[config.mk]
export PLATFORM = sky130hd
export DESIGN_NAME = risc_core_fsm
export DESIGN_NICKNAME = d
export VERILOG_FILES = /design/src/rtl/risc_fsm_pkg.sv /design/src/rtl/regfile_p.sv /design/src/rtl/risc_core_fsm.sv
export SDC_FILE = /design/constraint.sdc
export NUM_CORES = 1
export LEC_CHECK = 0
export ABC_AREA = 1
export CAP_MARGIN = 25
export CORE_MARGIN = 5
export CORE_UTILIZATION = 45
export CTS_CLUSTER_DIAMETER = 80
export DETAILED_ROUTE_END_ITERATION = 10
export PLACE_DENSITY = 0.66
export SLEW_MARGIN = 20
export SYNTH_ARGS = -nofsm -noshare
export SYNTH_HDL_FRONTEND = slang
export SYNTH_SLANG_ARGS = --single-unit
[constraint.sdc]
create_clock -name clk -period 3.35 [get_ports clk]
set_input_delay 0.335 -clock clk [delete_from_list [all_inputs] [get_ports clk]]
set_output_delay 0.335 -clock clk [all_outputs]
set_load 0.005 [all_outputs]
[src/rtl/risc_fsm_pkg.sv]
// Shared definitions for the multi-cycle RISC core: FSM state encoding,
// opcode values, instruction field positions and small decode helpers.
package risc_fsm_pkg;

  typedef enum logic [2:0] {
    ST_FETCH     = 3'd0,
    ST_DECODE    = 3'd1,
    ST_EXECUTE   = 3'd2,
    ST_WRITEBACK = 3'd3,
    ST_HALT      = 3'd4
  } state_t;

  localparam logic [3:0] OP_ADD  = 4'h1;
  localparam logic [3:0] OP_SUB  = 4'h2;
  localparam logic [3:0] OP_AND  = 4'h3;
  localparam logic [3:0] OP_OR   = 4'h4;
  localparam logic [3:0] OP_XOR  = 4'h5;
  localparam logic [3:0] OP_SHL  = 4'h6;
  localparam logic [3:0] OP_SHR  = 4'h7;
  localparam logic [3:0] OP_LI   = 4'h8;
  localparam logic [3:0] OP_BEQZ = 4'h9;
  localparam logic [3:0] OP_JMP  = 4'hA;
  localparam logic [3:0] OP_HALT = 4'hF;

  localparam int OPC_MSB = 15;
  localparam int OPC_LSB = 12;
  localparam int RD_MSB  = 11;
  localparam int RD_LSB  = 9;
  localparam int RS1_MSB = 8;
  localparam int RS1_LSB = 6;
  localparam int RS2_MSB = 5;
  localparam int RS2_LSB = 3;
  localparam int IMM_MSB = 7;
  localparam int IMM_LSB = 0;

  function automatic logic is_alu(input logic [3:0] op);
    return (op >= OP_ADD) && (op <= OP_SHR);
  endfunction

  function automatic logic writes_rd(input logic [3:0] op);
    return is_alu(op) || (op == OP_LI);
  endfunction

endpackage

[src/rtl/regfile_p.sv]
// Eight-entry register file: two asynchronous read ports, one synchronous
// write port; reset clears every entry.
module regfile_p #(
  parameter int DATA_W = 8
) (
  input  logic              clk,
  input  logic              rst,
  input  logic              we,
  input  logic [2:0]        waddr,
  input  logic [DATA_W-1:0] wdata,
  input  logic [2:0]        raddr_a,
  output logic [DATA_W-1:0] rdata_a,
  input  logic [2:0]        raddr_b,
  output logic [DATA_W-1:0] rdata_b
);

  logic [DATA_W-1:0] regs [0:7];

  always_ff @(posedge clk) begin
    if (rst) begin
      for (int i = 0; i < 8; i++) begin
        regs[i] <= '0;
      end
    end else if (we) begin
      regs[waddr] <= wdata;
    end
  end

  assign rdata_a = regs[raddr_a];
  assign rdata_b = regs[raddr_b];

endmodule

[src/rtl/risc_core_fsm.sv]
// Multi-cycle RISC core: FETCH -> DECODE -> EXECUTE -> WRITEBACK, with a
// terminal HALT state left only through reset.
module risc_core_fsm
  import risc_fsm_pkg::*;
#(
  parameter int DATA_W = 8,
  parameter int PC_W   = 8
) (
  input  logic              clk,
  input  logic              rst,
  output logic              imem_req,
  output logic [PC_W-1:0]   imem_addr,
  input  logic [15:0]       imem_rdata,
  input  logic              imem_valid,
  output logic [15:0]       current_instruction,
  output logic [PC_W-1:0]   program_counter_out,
  output logic [DATA_W-1:0] results,
  output logic              zero_flag,
  output logic              halted,
  output logic [15:0]       retired
);

  state_t state_reg, state_next;

  logic [PC_W-1:0]   pc_reg;
  logic [15:0]       ir_reg;
  logic [DATA_W-1:0] a_reg, b_reg, results_reg;
  logic              zero_reg, taken_reg;
  logic [15:0]       retired_reg;

  logic [3:0]        opcode;
  logic [2:0]        rd, rs1, rs2;
  logic [7:0]        imm8;
  logic [DATA_W-1:0] imm_data, alu_res, rf_a, rf_b;
  logic [PC_W-1:0]   imm_pc;
  logic              rf_we;

  assign opcode   = ir_reg[OPC_MSB:OPC_LSB];
  assign rd       = ir_reg[RD_MSB:RD_LSB];
  assign rs1      = ir_reg[RS1_MSB:RS1_LSB];
  assign rs2      = ir_reg[RS2_MSB:RS2_LSB];
  assign imm8     = ir_reg[IMM_MSB:IMM_LSB];
  assign imm_data = DATA_W'(imm8);
  assign imm_pc   = PC_W'(imm8);

  // Write data comes from results, which EXECUTE has just loaded.
  assign rf_we = (state_reg == ST_WRITEBACK) && writes_rd(opcode) && !rst;

  regfile_p #(.DATA_W(DATA_W)) u_regfile (
    .clk     (clk),
    .rst     (rst),
    .we      (rf_we),
    .waddr   (rd),
    .wdata   (results_reg),
    .raddr_a (rs1),
    .rdata_a (rf_a),
    .raddr_b (rs2),
    .rdata_b (rf_b)
  );

  always_comb begin
    alu_res = '0;
    case (opcode)
      OP_ADD:  alu_res = a_reg + b_reg;
      OP_SUB:  alu_res = a_reg - b_reg;
      OP_AND:  alu_res = a_reg & b_reg;
      OP_OR:   alu_res = a_reg | b_reg;
      OP_XOR:  alu_res = a_reg ^ b_reg;
      OP_SHL:  alu_res = {a_reg[DATA_W-2:0], 1'b0};
      OP_SHR:  alu_res = {1'b0, a_reg[DATA_W-1:1]};
      default: alu_res = '0;
    endcase
  end

  always_ff @(posedge clk) begin
    if (rst) begin
      state_reg <= ST_FETCH;
    end else begin
      state_reg <= state_next;
    end
  end

  always_comb begin
    state_next = state_reg;
    case (state_reg)
      ST_FETCH:     if (imem_valid) state_next = ST_DECODE;
      ST_DECODE:    state_next = ST_EXECUTE;
      ST_EXECUTE:   state_next = ST_WRITEBACK;
      ST_WRITEBACK: state_next = (opcode == OP_HALT) ? ST_HALT : ST_FETCH;
      ST_HALT:      state_next = ST_HALT;
      default:      state_next = ST_FETCH;
    endcase
  end

  always_comb begin
    imem_req = (state_reg == ST_FETCH);
    halted   = (state_reg == ST_HALT);
  end

  always_ff @(posedge clk) begin
    if (rst) begin
      pc_reg      <= '0;
      ir_reg      <= '0;
      a_reg       <= '0;
      b_reg       <= '0;
      results_reg <= '0;
      zero_reg    <= 1'b0;
      taken_reg   <= 1'b0;
      retired_reg <= '0;
    end else begin
      case (state_reg)
        ST_FETCH: begin
          if (imem_valid) ir_reg <= imem_rdata;
        end
        ST_DECODE: begin
          a_reg <= rf_a;
          b_reg <= rf_b;
        end
        ST_EXECUTE: begin
          if (writes_rd(opcode)) begin
            results_reg <= (opcode == OP_LI) ? imm_data : alu_res;
          end
          if (is_alu(opcode)) zero_reg <= (alu_res == '0);
          taken_reg <= ((opcode == OP_BEQZ) && (a_reg == '0)) || (opcode == OP_JMP);
        end
        ST_WRITEBACK: begin
          // HALT keeps the PC pointing at itself.
          if (opcode != OP_HALT) pc_reg <= taken_reg ? imm_pc : pc_reg + 1'b1;
          if (retired_reg != 16'hFFFF) retired_reg <= retired_reg + 16'd1;
        end
        default: ;
      endcase
    end
  end

  assign imem_addr           = pc_reg;
  assign program_counter_out = pc_reg;
  assign current_instruction = ir_reg;
  assign results             = results_reg;
  assign zero_flag           = zero_reg;
  assign retired             = retired_reg;

endmodule

# --- Word-level counts from Yosys, hierarchy flattened ---
# Memories as Yosys holds them, arrays and structs flattened. A register that Yosys moved wholly into a read port is not among the register bits.
# Index checks and enable logic that the tools add are counted.
classes:
  add_sub_neg: 4
  n_lt_le_gt_ge: 2
  eq_ne: 18
  n_mux: 14
  bitwise: 3
  n_reduce_logical: 16
op_table:
  columns: ["operator", "n"]
  rows:
  - ["8-bit one-hot mux with 7 select lines", 1]
  - ["8-bit two-way mux", 3]
  - ["16-bit by 1-bit adder with 16-bit output, second input constant", 1]
  - ["4-bit by 3-bit == test with 1-bit output, second input constant", 4]
  - ["4-bit == test, second input constant", 4]
  - ["8-bit zero test", 2]
  - ["16-bit inequality test, second input constant", 1]
  - ["3-bit one-hot mux with 5 select lines", 1]
  - ["2-bit AND reduction", 5]
  - ["3-bit two-way mux", 3]
  - ["8-bit by 1-bit adder with 8-bit output, second input constant", 1]
  - ["8-bit adder", 1]
  - ["8-bit bitwise AND", 1]
  - ["4-bit by 2-bit == test with 1-bit output, second input constant", 2]
  - ["8-bit OR", 1]
  - ["8-bit OR reduction", 1]
  - ["8-bit subtractor", 1]
  - ["8-bit bitwise XOR", 1]
  - ["3-bit by 2-bit == test with 1-bit output, second input constant", 2]
  - ["1-bit two-way mux", 6]
  - ["4-bit by 1-bit == test with 1-bit output, second input constant", 1]
  - ["4-bit by 1-bit greater-or-equal comparator with 1-bit output, second input constant", 1]
  - ["4-bit by 3-bit <= comparator with 1-bit output, second input constant", 1]
  - ["1-bit logical AND", 4]
  - ["7 further kinds", 8]
totals:
  reg_bits: 53
  mem_bits_rw: 64
  input_bits: 19
  out_inout_bits: 59
  elab_cells: 65
  memories: 1
memory_table:
  columns: ["name", "words", "word_bits", "rd", "rd_clocked_by_memory_dff", "wr", "line_no", "rtl"]
  rows:
  - ["u_regfile.regs", 8, 8, 2, 2, 8, "regfile_p.sv:17", "logic [DATA_W-1:0] regs [0:7];"]

# --- Logic depth before layout (Yosys ltp) ---
logic_depth:
  depth_word: 10
  mapped_depth: 21

# --- Cells and area by module ---
# From an unflattened synthesis, not the netlist that was laid out.
hier_totals:
  cells_unflattened: 1111
  hier_area_um2: 7928.9
by_module_without_submodules:
  columns: ["module", "instances", "cells_per_inst", "area_each_um2", "seq_area_each_um2"]
  rows:
  - ["risc_core_fsm", 1, 583, 4040.1, 1381.3]
  - ["regfile_p", 1, 528, 3888.7, 1921.8]

# --- Worst setup path after synthesis ---
# OpenSTA, ideal clock, no wires.
synth_path:
  kind: "register -> register"
  start: "register b_reg[0] (read register of u_regfile.regs)"
  end: "register zero_reg (netlist: zero_flag)"
  t_arrival_ns: 2.148
  setup_slack_ns: 1.134
  path_stages_with_launch: 21
  path_buffers: 0
  synth_period_minus_slack_ns: 2.216
  path_cell_list: "dfxtp_1 > inv_1 > ha_1 > inv_1 > nor3_1 > nand2_1 > nand2_1 > xor2_1 > inv_1 > ha_1 > nand2_1 > inv_1 > nand2_1 > nand2_1 > a21oi_1 > nand3_1 > nand3_1 > nand2_1 > nor2_1 > nand2_1 > a21oi_2"
synth_between:
  elab_chain_cells: 3
synth_lines:
  columns: ["item", "line_no", "rtl"]
  rows:
  - ["start: declaration", "risc_core_fsm.sv:27", "logic [DATA_W-1:0] a_reg, b_reg, results_reg;"]
  - ["8-bit subtractor, or another cell as far along", "risc_core_fsm.sv:65", "OP_SUB: alu_res = a_reg - b_reg;"]
  - ["8-bit one-hot mux with 7 select lines *", "risc_core_fsm.sv:63", "case (opcode)"]
  - ["8-bit zero test *", "risc_core_fsm.sv:123", "if (is_alu(opcode)) zero_reg <= (alu_res == '0);"]
  - ["end signal: assignment", "risc_core_fsm.sv:123", null]
  - ["end: declaration", "risc_core_fsm.sv:28", "logic zero_reg, taken_reg;"]
# Mark *: on every way between the ends. The rest lies on a longest branch, timed or not.
# A chain may end at the register's enable or synchronous reset.

# --- Final worst setup path ---
layout_path:
  start: "register ir_reg[13] (netlist: current_instruction[13])"
  end: "register zero_reg (netlist: zero_flag)"
layout_between:
  elab_chain_cells: 3
layout_lines:
  columns: ["item", "line_no", "rtl"]
  rows:
  - ["start: declaration", "risc_core_fsm.sv:26", "logic [15:0] ir_reg;"]
  - ["start signal: assignment", "risc_core_fsm.sv:113", "if (imem_valid) ir_reg <= imem_rdata;"]
  - ["4-bit by 3-bit == test with 1-bit output, or another cell as far along", "risc_core_fsm.sv:63", null]
  - ["8-bit one-hot mux with 7 select lines / 1-bit logical AND (equally long branches)", "risc_core_fsm.sv:63, risc_fsm_pkg.sv:37", null]
  - ["8-bit zero test / 2-bit AND reduction (equally long branches)", null, null]
# Several ways; a longest one is shown, not always the timed one.

==> summary.txt <==
Synthesis
  – Post-synth ARST share: 0%
  – Number of flops mapped to enable cells by yosys: 64
  – Library cells used by synthesis: 47
  – Synth Cell Area: 0.00765 sq mm
  – Yosys reg bits: 133
  – Syn avg cell area: 7.80 sq um
  – Synth Net Count: 1,027
  – Synth Flop Type: dfxtp_1
  – Yosys warns: 0
  – Syn Inst Count: 981
  – Register area share after synthesis: 43.2%

Route
  – Via/cell ratio: 5.46
  – WL per Instance: 17.9 um
  – DRC: 0
  – Routed Antenna Nets: 0
  – Initial DRC count: 684
  – First-pass DRT Iterations: 7
  – Vias: 6,945
  – Routed WL: 22.8 mm

Placed design
  – Port Buffer Count: 77
  – Placer Congestion: 0.946
  – Placed Cells: 1,239
  – HPWL Detailed: 16.8 mm

CTS
  – Post-CTS Setup Bufs: 0
  – Root buffer cell: clkbuf_16
  – Cts hold-fix bufs: 0
  – CTS tree: done
  – Worst-skew pair later-pin latency: 410 ps
  – Num Clock Sinks: 133
  – Cts repair resizes: 0
  – Clk slew on worst S/H paths: 60 ps
  – CTS buffer count: 17
  – Htree depth: 4
  – CTS Buffer Depth: 2

Layout
  – Antenna cells: 0
  – Max reg flops: 64
  – Area Growth Syn to Fin: 20.3%
  – Fin nets: 1,085
  – Final std cells w/o fill: 1,272
  – Fillers: 1,523
  – Share of layout cells above drive strength 1: 8.75%

Critical path
  – WP data required: 3690 ps
  – Crit-path max FO: 7
  – Worst Path Arrival: 2930 ps
  – Critical path class: reg -> reg
  – CP endpoint kind: register
  – Crit path launch type: register

Floorplan
  – Die height: 140 um
  – Cell Rows: 47
  – Core box area: 0.0166 sq mm
  – Io pins: 78
  – Die W: 140 um
  – Die ar.: 0.0197 sq mm
  – Initial Utilization: 46.0%

Timing
  – Final Hold Viols: 0
  – # setup viols final: 0
  – Setup TNS: 0 ps
  – Fraction of the cycle the final worst path needs: 77.3%
  – Clock skew: 8.46 ps
  – Rel. slew slack: 35.1%
  – Fmax: 0.386 GHz
  – RSZ-0062 raised after global routing: false
  – Slew Limit Fails: 0
  – Post-route minimum period: 2590 ps
  – Worst-margin pin slew: 972 ps

Global routing
  – Grt total ovfl: 0
  – Global Route Usage Sum: 23.4%
  – Vias in the first global route: 6,643
  – Initial antenna violation count: 0
  – First-pass GRT wire length: 36.5 mm
  – Largest net degree at the start of global routing: 60

Power and ir drop
  – Pwr Density: 508 mW/mm^2
  – Leakage: 3.56 nW
  – Max IR drop VDD: 302 uV

Status
  – Outcome: finished clean

Hold path
  – Hold crit path type: reg -> reg

Flow run
  – Max-Cap Viols: 0
logic make-up (layout without fill, tap and decap cells):
| logic type | after synthesis | count (layout) | share of synthesized area [%] |
|---|---|---|---|
| and+or+nand+nor | 387 | 387 | 23.3 |
| AOI/OAI and AO/OA | 257 | 257 | 18.9 |
| buffers and inverters | 164 | 235 | 8.60 |
| DFF | 133 | 133 | 43.2 |
| adders and majority gates | 27 | 27 | 4.51 |
| xor gates and xnor gates | 13 | 13 | 1.49 |
metrics by stage:
step / hold WS [ps] / instance area [sq um] / setup slack [ps] / util, % / power [W]
2_1_floorplan: 462 / 7650 / 1130 / - / 0.00243
3_3_place_gp: 477 / 8540 / 858 / 51.3 / 0.00273
3_5_place_dp: 481 / 8540 / 759 / 51.3 / 0.00273
4_1_cts: 489 / 9190 / 733 / 55.2 / 0.00469
5_1_grt: 504 / 9210 / 380 / 55.3 / 0.00488
6_report: 488 / 9210 / 760 / 55.3 / 0.00468
layer usage:
metal  vias up  track usage [%]  wire length [um]
met1      3261             31.8             10200
met4         0             8.87               697
li1       3429                -                 -
met5         -                0                 0
met3        44             3.65              1090
met2       211             37.8             10800
synthesized netlist by cell type (7+ instances only):
cell type | number | share of area (%)
o211ai_1 | 40 | 3.9
ha_1 | 26 | 4.3
nand4_1 | 8 | 0.65
edfxtp_1 | 64 | 25
inv_2 | 13 | 0.64
nor2_2 | 7 | 0.57
nor3_1 | 12 | 0.78
inv_1 | 97 | 4.8
buf_4 | 8 | 0.78
xor2_1 | 11 | 1.3
nand2_4 | 10 | 1.5
clkbuf_1 | 34 | 1.7
o21ai_0 | 97 | 6.3
nor2_1 | 124 | 6.1
nand2_1 | 151 | 7.4
a21oi_1 | 97 | 6.3
dfxtp_1 | 69 | 18
nand3_1 | 50 | 3.3
cell type report:
type | count | area (sq um) | share of cell area (%)
multi-input cells | 684 | 3690 | 40.1
well taps | 220 | 275 | 2.99
clock buffers | 28 | 601 | 6.52
flip-flops and latches | 133 | 3300 | 35.9
inverters | 116 | 435 | 4.73
repair buffers | 87 | 853 | 9.27
clock inverters | 4 | 48.8 | 0.530
cell usage in the layout, fill, tap and decap left out, drive strengths merged, types with 2 or more instances in the layout:
master / n
o2111ai: 2
and3: 2
nor3: 16
clkbuf: 28
xor2: 11
nor2: 135
inv: 110
buf: 10
nand3: 52
a211oi: 3
clkinv: 9
nand3b: 2
o22ai: 2
ha: 26
dfxtp: 69
nand4: 8
nor4: 2
o211ai: 40
o21ai: 103
xnor2: 2
a221oi: 3
clkdlybuf4s50: 77
edfxtp: 64
a31oi: 3
a21oi: 98
nand2: 167
or2: 2
power breakdown:
| part | internal [W] | switching, W | leakage (nW) |
|---|---|---|---|
| registers | 0.00177 | 0.0000802 | 1.22 |
| clock network | 0.00129 | 0.000678 | 0.324 |
| logic | 0.000301 | 0.000551 | 2.02 |
| total | 0.00337 | 0.00131 | 3.56 |
critical path: stages, from the launching register on:
cell	delay [ps]
dfxtp_1	440
inv_2	100
nor2_4	150
nand2_2	130
o21ai_0	360
inv_1	90
ha_1	280
nand3b_1	70
nand2_1	170
nand2_1	80
nand2_1	60
nor2_1	40
nor3_1	190
nand2_1	80
nor2_1	90
nand2_1	70
a21oi_2	100
path summary, 6_finish.rpt:
check                                             start     endpoint  slack (ps)  cells after the start
worst max-delay path            current_instruction[13]    zero_flag         760                     16
worst min register to register              retired[14]  retired[14]         490                      2
worst min-delay path                        retired[14]  retired[14]         490                      2
worst max register to register  current_instruction[13]    zero_flag         760                     16
No activity file was read; power rests on OpenSTA's default activity.
